<file path="src/rtl/ibias_bg_seq.sv">
// Bandgap/bias power-up sequencer: startup kick, settle wait, channel-by-channel ramp, fault filter.
// Latency: every output is registered, so outputs reflect the state decided on the previous rising edge.
// Backpressure: none; requests are level inputs sampled on every edge, and EN_I=0 always wins.
module ibias_bg_seq #(
    parameter int N_CH        = 16,
    parameter int TI_W        = 5,
    parameter int TV_W        = 4,
    parameter int STARTUP_CYC = 32,
    parameter int SETTLE_CYC  = 128,
    parameter int RAMP_CYC    = 4,
    parameter int FILT_CYC    = 3
) (
    input  logic            CLK_I,
    input  logic            RST_I,
    input  logic            EN_I,
    input  logic            EN_VBIAS_I,
    input  logic [N_CH-1:0] CH_EN_I,
    input  logic [TI_W-1:0] TRIM_IBIAS_I,
    input  logic [TV_W-1:0] TRIM_VBIAS_I,
    input  logic            TRIM_LOAD_I,
    input  logic            BG_VALID_I,
    output logic            EN_IBIAS_O,
    output logic            EN_VBIAS_O,
    output logic            BG_STARTUP_O,
    output logic [TI_W-1:0] TRIM_IBIAS_O,
    output logic [TV_W-1:0] TRIM_VBIAS_O,
    output logic [N_CH-1:0] CH_EN_O,
    output logic            READY_O,
    output logic            FAULT_O,
    output logic [2:0]      STATE_O
);

    localparam int MAX_SR  = (STARTUP_CYC > SETTLE_CYC) ? STARTUP_CYC : SETTLE_CYC;
    localparam int MAX_CYC = (MAX_SR > RAMP_CYC) ? MAX_SR : RAMP_CYC;
    localparam int CNT_W   = $clog2(MAX_CYC) + 1;
    localparam int FLT_W   = $clog2(FILT_CYC) + 1;

    localparam logic [CNT_W-1:0] STARTUP_LD = CNT_W'(STARTUP_CYC - 1);
    localparam logic [CNT_W-1:0] SETTLE_LD  = CNT_W'(SETTLE_CYC - 1);
    localparam logic [CNT_W-1:0] RAMP_LD    = CNT_W'(RAMP_CYC - 1);
    localparam logic [FLT_W-1:0] FILT_LIM   = FLT_W'(FILT_CYC);
    localparam logic [N_CH-1:0]  CH_ONE     = N_CH'(1);

    typedef enum logic [2:0] {
        S_OFF     = 3'd0,
        S_STARTUP = 3'd1,
        S_SETTLE  = 3'd2,
        S_RAMP    = 3'd3,
        S_READY   = 3'd4,
        S_FAULT   = 3'd5
    } state_t;

    state_t            r_state, w_state_nxt;
    logic [CNT_W-1:0]  r_cnt, w_cnt_nxt;
    logic [FLT_W-1:0]  r_filt, w_filt_nxt, w_filt_cnt;
    logic              w_filt_hit;
    logic [N_CH-1:0]   r_ch, w_ch_nxt, w_pend, w_pick, w_ch_kept;
    logic [TI_W-1:0]   r_ti, w_ti_nxt;
    logic [TV_W-1:0]   r_tv, w_tv_nxt;
    logic              r_en_ibias, r_en_vbias, r_bg_startup, r_ready, r_fault;
    logic              w_active_nxt;

    // Channel bookkeeping and bandgap-valid glitch filter terms.
    always_comb begin
        w_pend     = CH_EN_I & ~r_ch;
        w_pick     = w_pend & (~w_pend + CH_ONE);   // isolate lowest pending channel
        w_ch_kept  = r_ch & CH_EN_I;                // dropped requests release immediately
        w_filt_cnt = BG_VALID_I ? '0 : (r_filt + FLT_W'(1));
        w_filt_hit = !BG_VALID_I && ((r_filt + FLT_W'(1)) == FILT_LIM);
    end

    // Next-state decision: disable, then fault, then trim reload, then timer progress.
    always_comb begin
        w_state_nxt = r_state;
        w_cnt_nxt   = r_cnt;
        w_filt_nxt  = '0;
        w_ch_nxt    = r_ch;
        w_ti_nxt    = r_ti;
        w_tv_nxt    = r_tv;
        if (!EN_I) begin
            w_state_nxt = S_OFF;
            w_cnt_nxt   = '0;
            w_ch_nxt    = '0;
        end else begin
            case (r_state)
                S_OFF: begin
                    w_state_nxt = S_STARTUP;
                    w_cnt_nxt   = STARTUP_LD;
                    w_ti_nxt    = TRIM_IBIAS_I;
                    w_tv_nxt    = TRIM_VBIAS_I;
                end
                S_STARTUP: begin
                    if (TRIM_LOAD_I) begin
                        w_ti_nxt = TRIM_IBIAS_I;
                        w_tv_nxt = TRIM_VBIAS_I;
                    end
                    if (r_cnt == '0) begin
                        w_state_nxt = S_SETTLE;
                        w_cnt_nxt   = SETTLE_LD;
                    end else begin
                        w_cnt_nxt = r_cnt - CNT_W'(1);
                    end
                end
                S_SETTLE: begin
                    if (TRIM_LOAD_I) begin
                        w_ti_nxt = TRIM_IBIAS_I;
                        w_tv_nxt = TRIM_VBIAS_I;
                    end
                    if (r_cnt == '0) begin
                        if (BG_VALID_I) begin
                            w_state_nxt = S_RAMP;
                            w_cnt_nxt   = RAMP_LD;
                        end else begin
                            w_state_nxt = S_FAULT;
                            w_ch_nxt    = '0;
                        end
                    end else begin
                        w_cnt_nxt = r_cnt - CNT_W'(1);
                    end
                end
                S_RAMP, S_READY: begin
                    w_filt_nxt = w_filt_cnt;
                    if (w_filt_hit) begin
                        w_state_nxt = S_FAULT;
                        w_ch_nxt    = '0;
                        w_cnt_nxt   = '0;
                        w_filt_nxt  = '0;
                    end else if (TRIM_LOAD_I) begin
                        // Re-settle after a trim change; channels stay as they are.
                        w_ti_nxt    = TRIM_IBIAS_I;
                        w_tv_nxt    = TRIM_VBIAS_I;
                        w_state_nxt = S_SETTLE;
                        w_cnt_nxt   = SETTLE_LD;
                        w_filt_nxt  = '0;
                    end else if (r_state == S_RAMP) begin
                        w_ch_nxt = w_ch_kept;
                        if (r_cnt == '0) begin
                            w_ch_nxt  = w_ch_kept | w_pick;
                            w_cnt_nxt = RAMP_LD;
                        end else begin
                            w_cnt_nxt = r_cnt - CNT_W'(1);
                        end
                        if ((CH_EN_I & ~w_ch_nxt) == '0) begin
                            w_state_nxt = S_READY;
                        end
                    end else begin
                        w_ch_nxt = w_ch_kept;
                        if (w_pend != '0) begin
                            w_state_nxt = S_RAMP;
                            w_cnt_nxt   = RAMP_LD;
                        end
                    end
                end
                S_FAULT: begin
                    w_ch_nxt = '0;
                end
                default: begin
                    w_state_nxt = S_OFF;
                    w_cnt_nxt   = '0;
                    w_ch_nxt    = '0;
                end
            endcase
        end
        w_active_nxt = (w_state_nxt == S_STARTUP) || (w_state_nxt == S_SETTLE) ||
                       (w_state_nxt == S_RAMP)    || (w_state_nxt == S_READY);
    end

    // State, timers, channel mask and trims; outputs are decoded from the next state.
    always_ff @(posedge CLK_I or posedge RST_I) begin
        if (RST_I) begin
            r_state      <= S_OFF;
            r_cnt        <= '0;
            r_filt       <= '0;
            r_ch         <= '0;
            r_ti         <= '0;
            r_tv         <= '0;
            r_en_ibias   <= 1'b0;
            r_en_vbias   <= 1'b0;
            r_bg_startup <= 1'b0;
            r_ready      <= 1'b0;
            r_fault      <= 1'b0;
        end else begin
            r_state      <= w_state_nxt;
            r_cnt        <= w_cnt_nxt;
            r_filt       <= w_filt_nxt;
            r_ch         <= w_ch_nxt;
            r_ti         <= w_ti_nxt;
            r_tv         <= w_tv_nxt;
            r_en_ibias   <= w_active_nxt;
            r_en_vbias   <= w_active_nxt && EN_VBIAS_I;
            r_bg_startup <= (w_state_nxt == S_STARTUP);
            r_ready      <= (w_state_nxt == S_READY);
            r_fault      <= (w_state_nxt == S_FAULT);
        end
    end

    assign EN_IBIAS_O   = r_en_ibias;
    assign EN_VBIAS_O   = r_en_vbias;
    assign BG_STARTUP_O = r_bg_startup;
    assign TRIM_IBIAS_O = r_ti;
    assign TRIM_VBIAS_O = r_tv;
    assign CH_EN_O      = r_ch;
    assign READY_O      = r_ready;
    assign FAULT_O      = r_fault;
    assign STATE_O      = r_state;

endmodule

</file>
<file path="config.mk">
export PLATFORM = sky130hd
export DESIGN_NAME = ibias_bg_seq
export DESIGN_NICKNAME = d
export VERILOG_FILES = /design/src/rtl/ibias_bg_seq.sv
export SDC_FILE = /design/constraint.sdc
export NUM_CORES = 1
export LEC_CHECK = 0
export CAP_MARGIN = 20
export CORE_UTILIZATION = 47
export CTS_BUF_LIST = sky130_fd_sc_hd__clkbuf_4 sky130_fd_sc_hd__clkbuf_8
export CTS_CLUSTER_SIZE = 8
export DETAILED_ROUTE_END_ITERATION = 10
export GPL_ROUTABILITY_DRIVEN = 0
export PLACE_DENSITY = 0.9
export RECOVER_POWER = 25
export SETUP_SLACK_MARGIN = 0.02
export SYNTH_ARGS = -nofsm -noshare
export SYNTH_HDL_FRONTEND = slang
export SYNTH_SLANG_ARGS = --single-unit
</file>
<file path="constraint.sdc">
create_clock -name CLK_I -period 2.4 [get_ports CLK_I]
set_clock_uncertainty 0.05 [all_clocks]
set_input_delay 0.48 -clock CLK_I [delete_from_list [all_inputs] [get_ports CLK_I]]
set_output_delay 0.48 -clock CLK_I [all_outputs]
set_load 0.01 [all_outputs]
</file>
==> flow_summary.ini <==
[status]
outcome = complete, but fails checks
violations = setup timing

[timing]
tightest_slew_ps = 1120
min_period_ps = 2670
timing.fmax_mhz = 374
fin_crit_sh = 1.11
slew_headroom = 0.255
setup_viol = 22
hold_viol_final = 0
drv_slew = 0
finalSetupTns_ps = -2510
finalWorstSetupSlack_ps = -275
rsz0062_at_grt = true

[setup_path]
cpPeakStageDelay_ps = 410
cp-end-kind = flop
timing.rr.end = FAULT_O$_DFF_PP0_
crit_required_ps = 2590
critPathArrivalTime_ps = 2870
slowest_stage = o41ai_4
startpoint_type = flop
worstSetupPathType = reg -> reg
critPathLaunch = CH_EN_O[1]$_DFFE_PP0P_
crit_chain = nand2b_1 -> nand4_1 -> buf_6 -> o41ai_4 -> o2111ai_2 -> a211oi_4 -> o211ai_1 -> nand2_1 -> and3_1
r2r_setup_slack_ps = -270
cp_top_family = compound AO/OA/AOI/OAI gates
crit_path_max_fanout = 4
r2r.worst_path.cells = 9
rr_startpoint = CH_EN_O[1]$_DFFE_PP0P_
crit_buf_inv = 1

[hold_path]
holdPathStages = 1
worstHoldEndpoint = TRIM_IBIAS_O[3]$_DFFE_PP0P_
min_path_type = reg -> reg
hold_start = TRIM_IBIAS_O[3]$_DFFE_PP0P_

[routing]
highest_layer = met5
met1Wirelength_mm = 4.05
wirelength_mm = 12.8
drt_pass1_iterations = 11
drc = 0
drt-vias-per-instance = 6.87
ant_nets = 0
wl_met3_mm = 1.79
dr_wl_met2_mm = 5.67
vias = 3601
drt-wirelength-per-cell_um = 24.4
drtIter0Drc = 787

[clocking]
postCtsHoldBufs = 0
clk_pin_slew_ps = 110
cts_made_buffers = 5
cts_num_sinks = 44
htree_levels = 2
clk_root_buffer_cell = clkbuf_8
clk_path_buf_depth = 2
cts_tree = built
clock_latency_ps = 330

[power]
p_per_area_nw_per_um2 = 721
p_int_mw = 1.87
pwr-share-comb = 0.485
pwr-share-seq = 0.310
switching_power_mw = 1.24
power.leakage_nw = 1.86
worst_ir_drop_vdd_mv = 0.610
pwr-share-clk = 0.205
switching_share = 0.400

[floorplan]
die_y_um = 78.5
die_area_um2 = 6160
coreArea_um2 = 5570
rows = 27
initial_core_util = 0.493
io_pins = 64
die_w_um = 78.5

[yosys]
syn-cell-area_um2 = 2750
ys_types = 59
netlist_instances = 320
avgSynthCellArea_um2 = 8.59
synth-seq-cells = 44
synth_ff_type = dfrtp_1
async_flop_share = 1.00
syn_nets = 355
ys_seq_area_frac = 0.401
synth-warning-count = 0
synth-edff-count = 0

[grt]
grt_pass1_wl_mm = 17.6
grt_pass1_vias = 3432
grt_max_degree = 45
antenna_found_initial = 1
track_usage = 0.378
grt_overflow = 0

[job]
max_cap_violations = 0

[final_layout]
area_growth_pct = 57.2
final_util = 0.775
drive_gt1_frac = 0.308
layout.nets = 486
n_antenna_cell = 0

[placement]
post-place-ws_ps = -599
hpwl_mm = 6.31
portBuffers = 63
[synth_stat cells (all sizes together) (3+ instances only)]
library cell,n,share of area
nor4,3,0.012
o41ai,3,0.012
a31oi,4,0.0091
nor3b,4,0.011
nor2b,8,0.018
or3,3,0.0073
a41oi,5,0.016
clkbuf,12,0.016
a22o,5,0.016
nor2,19,0.026
nand2,50,0.068
nand3,6,0.015
and3,4,0.0096
dfrtp,44,0.40
nand2b,14,0.032
a21o,5,0.014
o31ai,3,0.0082
a21oi,27,0.049
buf,3,0.0055
mux2,10,0.041
nand3b,3,0.0082
and2,7,0.016
o21ai,21,0.041
ha,4,0.018
nor3,10,0.020
o211ai,3,0.0082
inv,12,0.016
[layout by cell type, fill, tap and decap left out, types with 3 or more instances in the layout]
cell type and count:
a21o_1 5, a21oi_1 25, a22o_1 4, a31oi_1 4, a41oi_1 3, and2_1 5, and3_1 3, buf_4 72
clkbuf_8 5, clkdlybuf4s50_1 57, dfrtp_1 44, dlygate4sd2_1 5, ha_1 3, inv_1 10, mux2_2 10, nand2_1 48
nand2b_1 12, nand3_1 4, nand3b_1 3, nor2_1 16, nor2b_1 5, nor3_1 6, o211ai_1 3, o21ai_0 17
o21ai_2 3, o31ai_1 3
[final cells by class]
class                   instances  area (um^2)
repair buffers                139         1210
clock inverters                 3         47.5
well taps                      72         90.1
clock buffers                   5         68.8
inverters                      12         45.0
multi-input cells             249         1760
fillers                       308         1250
flip-flops and latches         44         1100
[metal layers]
layer,vias to the layer above,track usage
met2,413,0.611
met5,-,0
met3,155,0.0965
met4,2,0.298
li1,1418,-
met1,1613,0.423
[sequential cells by signal (all words and copies together), names as in the netlist]
signal and flops:
BG_STARTUP_O 1, CH_EN_O 16, EN_IBIAS_O 1, EN_VBIAS_O 1, FAULT_O 1, READY_O 1, STATE_O 3, TRIM_IBIAS_O 5
TRIM_VBIAS_O 4, r_cnt 8, r_filt 3
[logic make-up (layout without fill, tap and decap cells)]
group / count (synthesis) / in the layout / share of synthesized area
compound gates: 95 / 95 / 0.233
xor+xnor: 1 / 1 / 0.00319
fa+ha+maj: 4 / 4 / 0.0182
buf+inv: 27 / 159 / 0.0382
flops: 44 / 44 / 0.401
mux: 10 / 10 / 0.0410
simple gates: 139 / 139 / 0.266
[power by group through the flow]
stage / clock (mW) / sequential, mW / combinational (mW)
detailed placement: 0 / 0.971 / 1.27
finish: 0.639 / 0.965 / 1.51
global placement: 0 / 0.962 / 1.24
CTS: 0.602 / 0.958 / 1.33
global route: 0.649 / 0.980 / 1.59
floorplan: 0 / 0.998 / 0.692
[how the worst max path moves through the flow]
stage               depth (start not counted)                endpoint
floorplan                                  11    r_cnt[2]$_DFFE_PP0P_
global placement                           10  BG_STARTUP_O$_DFF_PP0_
detailed placement                         10       READY_O$_DFF_PP0_
CTS                                         9  BG_STARTUP_O$_DFF_PP0_
global route                                9  BG_STARTUP_O$_DFF_PP0_
finish                                      9       FAULT_O$_DFF_PP0_
[repair_timing]
action                     CTS  global route
buffers inserted             5             8
gates resized for setup     20            31
setup endpoints to repair   13            38
pin swaps                   11            13
[metrics by stage]
stage | total power, mW | cells | cell area, um^2 | hold WS [ps]
floorplan | 1.69 | 320 | 2750 | 387
global placement | 2.20 | 503 | 3890 | 401
detailed placement | 2.24 | 503 | 3890 | 416
CTS | 2.89 | 516 | 4120 | 427
global route | 3.22 | 524 | 4320 | 489
finish | 3.11 | 524 | 4320 | 469
No activity file was read; power rests on OpenSTA's default activity.
